$ cat src/rtl/vdc_vram_arbiter.sv
// vdc_vram_arbiter: fixed 8-dot VRAM slot scheduler sharing one VRAM port between BG fetch, sprite fetch and the CPU.
// Optional feature macro: VDC_SLOT_RECLAIM_EN (idle even slots are handed to a waiting CPU request).
module vdc_vram_arbiter #(
   parameter int ADDR_W = 16,
   parameter int DATA_W = 16
) (
   input  logic              clock,
   input  logic              reset,
   input  logic              dot_en,
   input  logic              line_start,
   input  logic              active_disp,
   input  logic              bg_req,
   input  logic              spr_req,
   input  logic              cpu_req,
   input  logic [ADDR_W-1:0] bg_addr,
   input  logic [ADDR_W-1:0] spr_addr,
   input  logic [ADDR_W-1:0] cpu_addr,
   input  logic              cpu_we,
   input  logic [DATA_W-1:0] cpu_wdata,
   output logic              bg_gnt,
   output logic              spr_gnt,
   output logic              cpu_gnt,
   output logic              bg_rvalid,
   output logic              spr_rvalid,
   output logic              cpu_rvalid,
   output logic [DATA_W-1:0] rdata,
   output logic              cpu_busy,
   output logic              mem_en,
   output logic              mem_we,
   output logic [ADDR_W-1:0] mem_addr,
   output logic [DATA_W-1:0] mem_wdata,
   input  logic [DATA_W-1:0] mem_rdata
);

   typedef enum logic [1:0] {
      OWN_NONE = 2'd0,
      OWN_BG   = 2'd1,
      OWN_SPR  = 2'd2,
      OWN_CPU  = 2'd3
   } owner_t;

   logic [2:0]        r_phase;
   logic [2:0]        w_phase_cur;
   owner_t            w_slot_owner;
   owner_t            w_win;
   owner_t            r_tag;
   logic              w_any_gnt;
   logic              w_cpu_write;
   logic [ADDR_W-1:0] w_addr;
   logic              r_bg_rvalid;
   logic              r_spr_rvalid;
   logic              r_cpu_rvalid;

   // A line_start on a dot cycle forces that very slot to phase 0.
   assign w_phase_cur = line_start ? 3'd0 : r_phase;

   always_comb begin
      w_slot_owner = w_phase_cur[0] ? OWN_CPU : (active_disp ? OWN_BG : OWN_SPR);
      w_win        = OWN_NONE;
      if (dot_en && !reset) begin
         case (w_slot_owner)
            OWN_BG:  if (bg_req)  w_win = OWN_BG;
            OWN_SPR: if (spr_req) w_win = OWN_SPR;
            OWN_CPU: if (cpu_req) w_win = OWN_CPU;
            default: w_win = OWN_NONE;
         endcase
`ifdef VDC_SLOT_RECLAIM_EN
         // Only an idle even slot can fall through here; odd slots already belong to the CPU.
         if (w_win == OWN_NONE && cpu_req) w_win = OWN_CPU;
`endif
      end
   end

   always_comb begin
      w_addr = '0;
      case (w_win)
         OWN_BG:  w_addr = bg_addr;
         OWN_SPR: w_addr = spr_addr;
         OWN_CPU: w_addr = cpu_addr;
         default: w_addr = '0;
      endcase
   end

   assign bg_gnt      = (w_win == OWN_BG);
   assign spr_gnt     = (w_win == OWN_SPR);
   assign cpu_gnt     = (w_win == OWN_CPU);
   assign w_any_gnt   = (w_win != OWN_NONE);
   assign w_cpu_write = cpu_gnt & cpu_we;
   assign cpu_busy    = cpu_req & ~cpu_gnt & ~reset;
   assign rdata       = mem_rdata;

   assign bg_rvalid   = r_bg_rvalid;
   assign spr_rvalid  = r_spr_rvalid;
   assign cpu_rvalid  = r_cpu_rvalid;

   always_ff @(posedge clock) begin
      if (reset) begin
         r_phase      <= 3'd0;
         mem_en       <= 1'b0;
         mem_we       <= 1'b0;
         mem_addr     <= '0;
         mem_wdata    <= '0;
         r_tag        <= OWN_NONE;
         r_bg_rvalid  <= 1'b0;
         r_spr_rvalid <= 1'b0;
         r_cpu_rvalid <= 1'b0;
      end else begin
         if (dot_en)
            r_phase <= w_phase_cur + 3'd1;
         else if (line_start)
            r_phase <= 3'd0;

         mem_en <= w_any_gnt;
         mem_we <= w_cpu_write;
         if (w_any_gnt) mem_addr  <= w_addr;
         if (cpu_gnt)   mem_wdata <= cpu_wdata;

         // Tag follows the access down the pipe so read data is steered to its owner at N+2.
         r_tag        <= (w_any_gnt && !w_cpu_write) ? w_win : OWN_NONE;
         r_bg_rvalid  <= (r_tag == OWN_BG);
         r_spr_rvalid <= (r_tag == OWN_SPR);
         r_cpu_rvalid <= (r_tag == OWN_CPU);
      end
   end

endmodule

$ cat config.mk
export PLATFORM = sky130hd
export DESIGN_NAME = vdc_vram_arbiter
export DESIGN_NICKNAME = d
export VERILOG_FILES = /design/src/rtl/vdc_vram_arbiter.sv
export SDC_FILE = /design/constraint.sdc
export NUM_CORES = 1
export LEC_CHECK = 0
export BUFFER_PORTS_ARGS = -buffer_cell sky130_fd_sc_hd__buf_2
export CAP_MARGIN = 5
export CORE_ASPECT_RATIO = 1.1
export CORE_MARGIN = 5
export CORE_UTILIZATION = 40
export CTS_CLUSTER_SIZE = 10
export DETAILED_ROUTE_END_ITERATION = 8
export HOLD_SLACK_MARGIN = 0.1
export PLACE_DENSITY = 0.81
export SYNTH_ARGS = -nofsm -noshare
export SYNTH_HDL_FRONTEND = slang
export SYNTH_SLANG_ARGS = --single-unit
$ cat constraint.sdc
create_clock -name clock -period 1.9 [get_ports clock]
set_input_delay 0 -clock clock [delete_from_list [all_inputs] [get_ports clock]]
set_output_delay 0 -clock clock [all_outputs]
set_load 0.005 [all_outputs]
Yosys cells after proc, flatten, opt, wreduce, memory -nomap -nowiden
Cells that the tools add are included.
{"block": "classes", "addsub": 1, "eq_ne": 9, "mux": 10, "n_bitwise": 6, "n_reduce_logical": 6}
{"op": "$pmux 16 s3", "n": 1}
{"op": "$eq 2x2->1 const B", "n": 6}
{"op": "$mux 2", "n": 5}
{"op": "$eq 2x1->1 const B", "n": 3}
{"op": "$mux 3", "n": 2}
{"op": "$pmux 2 s3", "n": 1}
{"op": "$add 3x1->3 const B", "n": 1}
{"op": "$and 1x1->1", "n": 3}
{"op": "$not 1->1", "n": 3}
{"op": "$logic_and 1x1->1", "n": 2}
{"op": "$logic_not 1->1", "n": 2}
{"op": "$reduce_bool 2->1", "n": 1}
{"op": "$reduce_or 2->1", "n": 1}
{"op": "$mux 1", "n": 1}
{"block": "totals", "reg_bits": 42, "inputBits": 89, "out_inout_bits": 57, "elab_cells": 41}

Logic depth before layout (Yosys ltp)
Gate-level depths: netlist (run 1).
{"block": "depth", "depth_word": 11, "depth_mapped": 6, "depth_no_buf": 5}

Worst setup path after synthesis (run 1)
Ideal clock, no wire load.
{"block": "synth_timing", "path_type": "register to register", "from": "register r_phase[0]", "to": "register mem_addr[1]", "t_arrival_ps": 1388, "t_required_ps": 1797, "slack_ps": 408, "stages_incl_launch_ff": 7, "path_cell_list": "dfxtp_1 > nand2b_4 > mux2_4 > and2_1 > buf_6 > buf_6 > a2111oi_2"}
{"block": "synth_via", "elab_chain_len": 7, "elab_cells_between_ends": 12}
{"item": "start: declaration", "line": "42", "source": "logic [2:0] r_phase;"}
{"item": "start signal: assignment", "line": "109", "source": "r_phase <= w_phase_cur + 3'd1;"}
{"item": "$mux 3 (*)"}
{"item": "$mux 2 (*)", "line": "58", "source": "w_slot_owner = w_phase_cur[0] ? OWN_CPU : (active_disp ? OWN_BG : OWN_SPR);"}
{"item": "$eq 2x2->1 or $eq 2x1->1 (tied branches)", "line": "61", "source": "case (w_slot_owner)"}
{"item": "$pmux 2 s3 (*)", "line": "61"}
{"item": "$mux 2 (*)", "line": "60", "source": "if (dot_en && !reset) begin"}
{"item": "$eq 2x2->1 or $eq 2x1->1 (tied branches)", "line": "76", "source": "case (w_win)"}
{"item": "$pmux 16 s3", "line": "76"}
{"item": "end signal: assignment", "line": "115", "source": "if (w_any_gnt) mem_addr <= w_addr;"}
{"item": "end: declaration", "line": "30", "source": "output logic [ADDR_W-1:0] mem_addr,"}
Every way passes the cells marked *; elsewhere a longest branch is shown, timed or not.
A chain may end at the register's enable or synchronous reset.

Worst setup path in the final report (run 1)
{"block": "layout_timing", "from": "input port dot_en", "to": "output port bg_gnt"}
{"block": "layout_via", "elab_chain_len": 3}
{"item": "start: declaration", "line": "9", "source": "input logic dot_en,"}
{"item": "$logic_and 1x1->1", "line": "60"}
{"item": "$mux 2", "line": "60"}
{"item": "$eq 2x1->1", "line": "84", "source": "assign bg_gnt = (w_win == OWN_BG);"}
{"item": "end: declaration", "line": "20", "source": "output logic bg_gnt,"}
Every way passes these cells.

==> flow_summary.toml, run 1 <==
[status]
status = "completed"

[finish]
diodes = 0
regArea_sq_um = 801
nets = 463
n_fill_cell = 359
finalNonFillerCells = 431
areaGrowthSynthToFinish_pct = 67.5
drive_gt1_frac = 0.381
multiInputGateArea_sq_um = 876

[route]
dr.pass1.iters = 7
drt-initial-drc-count = 58
routed-via-count = 2082
vias_per_cell = 4.83
wl_per_cell_um = 14.7
drc = 0
routed_wl_um = 6350
drtAntennaViolNets = 0

[hold_path]
hold_path_class = "in2reg"

[floorplanning]
io_pins = 146
die_x_um = 75.6
start_util = 0.410
rows = 26
die_h_um = 82.2
die_area_sq_um = 6210
coreArea_sq_um = 4620

[clocking]
numCtsBuffers = 5
post_cts_buffers = 0
h-tree-depth = 2
cts_root_buf = "clkbuf_8"
clock-sinks = 40
cts_tree = "yes"
cts.reportedPaths.clkPinSlew_ns = 0.08
clk_latency_ns = 0.29
max-clock-path-buffers = 2

[timing]
rsz0062_at_grt = "false"
setup_violations = 0
finClkSkew_ns = 0.00586
fmax_ghz = 0.583
worstMarginPinSlew_ns = 0.428
slew_viol_final = 0
hold_viol = 0
finalCritPeriodShare = 0.903
fin_tns_setup_ns = 0
min_period_ns = 1.72
maxSlewHeadroom = 0.714

[synth]
ys_seq_area_frac = 0.423
synth_top_area_share = 0.423
yosysMostFrequentCell = "dfxtp_1"
syn_area_sq_um = 1890
synthDistinctLibCells = 30
synth-main-ff-cell = "dfxtp_1"
yosys-top-cells-count = "40 x dfxtp_1, 33 x nand2_1, 33 x nor2_1, 17 x mux2i_1"
postSynthAreaPerCell_sq_um = 9.15
syn-num-nets = 296
syn_inst = 207
yosysWarnings = 0
synth_edf_count = 0
synth_top_cell_by_area = "dfxtp_1"
synthArstFlopShare = 0
synth_area_leaders = "dfxtp_1 42%, mux2i_1 9.0%, a2111oi_2 7.1%"
synth.ff_latch_count = 40

[job]
drv_cap = 0

[worst_setup_path]
r2r-end = "mem_addr[10]"
cp.arrival_ns = 1.72
crit_end = "bg_gnt"
r2r_start = "r_phase[0]"
crit_fanout = 12
start_kind = "input port"
crit_path_end_kind = "output port"
worstSetupPathType = "in2out"
crit_required_ns = 1.90
r2r_setup_slack_ns = 0.20
reg2reg_depth = 4
crit_path_start = "dot_en"

[place]
dpl.hpwl_um = 3570
portBuffers = 113
globalplace.congestion = 0.657
dp.cells = 353

[global_routing]
grt_max_degree = 38
grt_pass1_wl_um = 9210
grt_overflow = 0
grtUsageTotal = 0.196
grt_pass1_vias = 2063
antenna_found_initial = 0

[power_and_ir_drop]
ir_drop_mv = 0.371
p_leak_nw = 1.54
power_density_nw_per_um2 = 626
## critical path, stage by stage
cell and delay (ns):
dlygate4sd3_1 0.52, buf_2 0.13, nor2b_1 0.35, nand3_1 0.29
buf_4 0.27, inv_1 0.06, buf_2 0.10
## routing by layer
layer / track usage / part of all wire / wire [um] / up-vias
li1: - / - / - / 1027
met1: 0.191 / 0.35 / 2190 / 933
met2: 0.377 / 0.54 / 3440 / 106
met3: 0.0581 / 0.088 / 561 / 16
met4: 0.0752 / 0.024 / 155 / 0
met5: 0 / 0 / 0 / -
## timing repair
| action | CTS | global route |
|---|---|---|
| resized for setup | 0 | 3 |
| endpoints found under the setup margin | 0 | 7 |
| hold endpoints to repair | 53 | 0 |
| hold buffers | 70 | 0 |
## stage by stage
| stage | area, sq um | power (mW) | util | hold slack [ns] | worst slack (ns) |
|---|---|---|---|---|---|
| final | 3170 | 1.99 | 0.687 | 0.104 | 0.183 |
| after global routing | 3170 | 2.07 | 0.687 | 0.115 | 0.0549 |
| after CTS | 3170 | 1.99 | 0.686 | 0.105 | 0.00532 |
| after detailed placement | 2360 | 1.20 | 0.511 | 0.0000346 | 0.0760 |
| after global placement | 2360 | 1.19 | 0.511 | 0.0000346 | 0.205 |
| after floorplan | 1890 | 1.10 | - | 0.0808 | 0.408 |
## area by class of cell
class,instances,share of cell area
clock buffers,6,0.0229
flip-flops and latches,40,0.252
repair buffers,188,0.411
well taps,56,0.0221
inverters,3,0.00473
clock inverters,2,0.0110
multi-input cells,136,0.276
## cells in the final DEF, fill, tap and decap left out
| cell type | Yosys | layout |
|---|---|---|
| and3_1 | 2 | 2 |
| and2b_2 | 1 | 1 |
| and2_2 | 0 | 1 |
| nor3b_1 | 3 | 3 |
| and2_1 | 3 | 2 |
| nand3_1 | 1 | 1 |
| a2111oi_2 | 9 | 9 |
| bufinv_16 | 0 | 1 |
| nand2_1 | 33 | 33 |
| mux2i_1 | 17 | 16 |
| o311a_2 | 1 | 1 |
| or3b_2 | 1 | 1 |
| nand3_2 | 1 | 1 |
| nor2b_1 | 1 | 1 |
| and2b_1 | 1 | 1 |
| buf_4 | 16 | 5 |
| a2111oi_0 | 7 | 6 |
| a21oi_1 | 16 | 16 |
| nand2b_4 | 1 | 1 |
| inv_1 | 2 | 2 |
| a2111oi_1 | 0 | 1 |
| mux2i_2 | 0 | 1 |
| o311a_1 | 1 | 1 |
| clkinv_2 | 0 | 1 |
| clkbuf_1 | 6 | 1 |
| buf_2 | 1 | 113 |
| nor2_1 | 33 | 33 |
| clkinvlp_4 | 0 | 1 |
| xnor2_1 | 1 | 1 |
| mux2_4 | 1 | 1 |
| clkbuf_8 | 0 | 5 |
| dfxtp_1 | 40 | 40 |
| and3b_1 | 1 | 1 |
| a21boi_0 | 1 | 1 |
| dlygate4sd3_1 | 0 | 70 |
## state kept, by name (all words and copies together) (netlist names)
register    flops
mem_addr       16
r_tag           2
mem_wdata      16
spr_rvalid      1
mem_en          1
r_phase         1
mem_we          1
cpu_rvalid      1
bg_rvalid       1
## cells by family after synthesis
kind of cell	count (synthesis)	share of synthesized area
compound gates	35	0.161
xor+xnor	1	0.00462
buf+inv	31	0.118
flops	40	0.423
mux	18	0.0978
simple gates	82	0.196
## how the worst min path moves through the flow
stage                             start     endpoint  slack, ns  depth (start not counted)
after floorplan            mem_rdata[0]     rdata[0]       0.08                          1
after global placement    mem_rdata[13]    rdata[13]    0.00003                          0
after detailed placement  mem_rdata[13]    rdata[13]    0.00003                          0
after CTS                   cpu_addr[4]  mem_addr[4]       0.10                          3
after global routing        cpu_addr[7]  mem_addr[7]       0.12                          3
final                       spr_addr[2]  mem_addr[2]       0.10                          3
## power breakdown
| group | switching (mW) | internal, mW |
|---|---|---|
| Combinational | 0.167 | 0.246 |
| Clock | 0.287 | 0.390 |
| Sequential | 0.0199 | 0.876 |
| Total | 0.474 | 1.51 |
Note: power is estimated with default switching activity, not from simulation.
==> inputs of run 2 (changes only) <==
==> constraint.sdc (replaced) <==
create_clock -name clock -period 1.9 [get_ports clock]
set_input_delay 0.19 -clock clock [delete_from_list [all_inputs] [get_ports clock]]
set_output_delay 0.19 -clock clock [all_outputs]
set_load 0.005 [all_outputs]
==> run 2 against run 1 <==
Against the previous run: utilization decreased by 14 points; critical path type is now reg2out; non-clock buffer count decreased by 69; fmax decreased by 1.9%; count of clock-buffer cells in the layout decreased by 1; highest routed layer unchanged.
==> flow_summary.toml, run 2 (same netlist as run 1, synthesis figures left out) <==
[floorplanning]
io_pins = 146
die_x_um = 75.6
start_util = 0.410
rows = 26
die_area_sq_um = 6210
die_h_um = 82.2
coreArea_sq_um = 4620

[route]
drt-initial-drc-count = 44
wl_per_cell_um = 13.2
dr.pass1.iters = 4
routed-via-count = 1758
wl_met2_um = 2400
routed_wl_um = 4760
drc = 0
vias_per_cell = 4.87
met3_wirelength_um = 481
drtAntennaViolNets = 0
wl_met1_um = 1810
top_layer_used = "met4"

[hold_path]
hold_path_class = "in2reg"

[timing]
setup_violations = 0
fin_tns_setup_ns = 0
min_period_ns = 1.75
finClkSkew_ns = 0.00423
hold_viol = 0
maxSlewHeadroom = 0.711
worstMarginPinSlew_ns = 0.433
finalCritPeriodShare = 0.921
fmax_ghz = 0.571
slew_viol_final = 0
rsz0062_at_grt = "false"

[clocking]
cts_root_buf = "clkbuf_8"
cts_hold_buf = 0
clock-sinks = 40
max-clock-path-buffers = 2
h-tree-depth = 2
cts_tree = "yes"
clk_latency_ns = 0.28
numCtsBuffers = 5
post_cts_buffers = 0
cts.reportedPaths.clkPinSlew_ns = 0.07
cts_resized = 0

[finish]
regArea_sq_um = 801
multiInputGateArea_sq_um = 875
finalNonFillerCells = 361
drive_gt1_frac = 0.472
reg_top3 = "mem_addr x16, mem_wdata x16, r_tag x2"
final_cell_mix = "113 x buf_2, 40 x dfxtp_1, 33 x nor2_1, 33 x nand2_1"
diodes = 0
n_fill_cell = 456
nets = 394
layout_commonest_cell = "buf_2"
areaGrowthSynthToFinish_pct = 32.6

[worst_setup_path]
slowest_stage = "dfxtp_1"
crit_required_ns = 1.71
path_delay_family = "simple AND/OR/NAND/NOR gates"
crit_path_max_incr_delay_ns = 0.34
crit_path_end_kind = "output port"
cp_cell_sequence = "and2b_2, nand3_2, clkinvlp_4, nor3b_1, buf_2"
crit_fanout = 14
cp.arrival_ns = 1.56
worstSetupPathType = "reg2out"
start_kind = "flip-flop"
cp_num_buf_inv = 2
r2r_setup_slack_ns = 0.27

[power_and_ir_drop]
ir_drop_mv = 0.522
power_density_nw_per_um2 = 786
p_leak_nw = 1.27

[place]
dp.cells = 354
globalplace.congestion = 0.665
dpl.hpwl_um = 3720
portBuffers = 113

[status]
status = "completed"

[global_routing]
grt_pass1_wl_um = 7080
grtUsageTotal = 0.149
grt_overflow = 0
grt_max_degree = 38
grt_pass1_vias = 1649
antenna_found_initial = 0

[job]
drv_cap = 0
==> run 2: metal layers <==
metal / vias to the layer above / global-route usage
met1: 781 / 0.160
met4: 0 / 0.0542
met2: 77 / 0.264
li1: 890 / -
met5: - / 0
met3: 10 / 0.0533
==> run 2: stage by stage <==
step / setup slack (ns) / cell area, sq um / total power, mW / util / hold WS (ns)
floorplan: 0.405 / 1890 / 1.10 / - / 0.296
global placement: 0.166 / 2380 / 1.20 / 0.515 / 0.380
detailed placement: 0.0821 / 2380 / 1.21 / 0.515 / 0.380
CTS: 0.0309 / 2510 / 2.00 / 0.543 / 0.130
global route: 0.0301 / 2510 / 2.06 / 0.544 / 0.128
finish: 0.150 / 2510 / 1.97 / 0.544 / 0.133
==> run 2: area by class of cell <==
type / instances / area share
flip-flops and latches: 40 / 0.319
repair buffers: 119 / 0.248
well taps: 56 / 0.0279
clock buffers: 5 / 0.0274
clock inverters: 2 / 0.0239
inverters: 3 / 0.00598
multi-input cells: 136 / 0.348
==> run 2: worst reg2reg max path, cell delays in order (launching register included) <==
cell and delay [ns]:
dfxtp_1 0.38, nand2b_4 0.09, mux2_4 0.31, and2_2 0.32, a2111oi_0 0.41
==> run 2: worst paths after layout <==
path,from,end,cells after the start
min reg2reg,r_tag[1],bg_rvalid,1
max,r_phase[0],cpu_busy,5
min,cpu_we,r_tag[1],2
max reg2reg,r_phase[0],mem_addr[11],4
==> run 2: where the power goes <==
group,switching (mW),leakage (nW),internal [mW]
Clock,0.272,0.0642,0.517
Sequential,0.0182,0.326,0.876
Combinational,0.136,0.880,0.155
Total,0.426,1.27,1.55
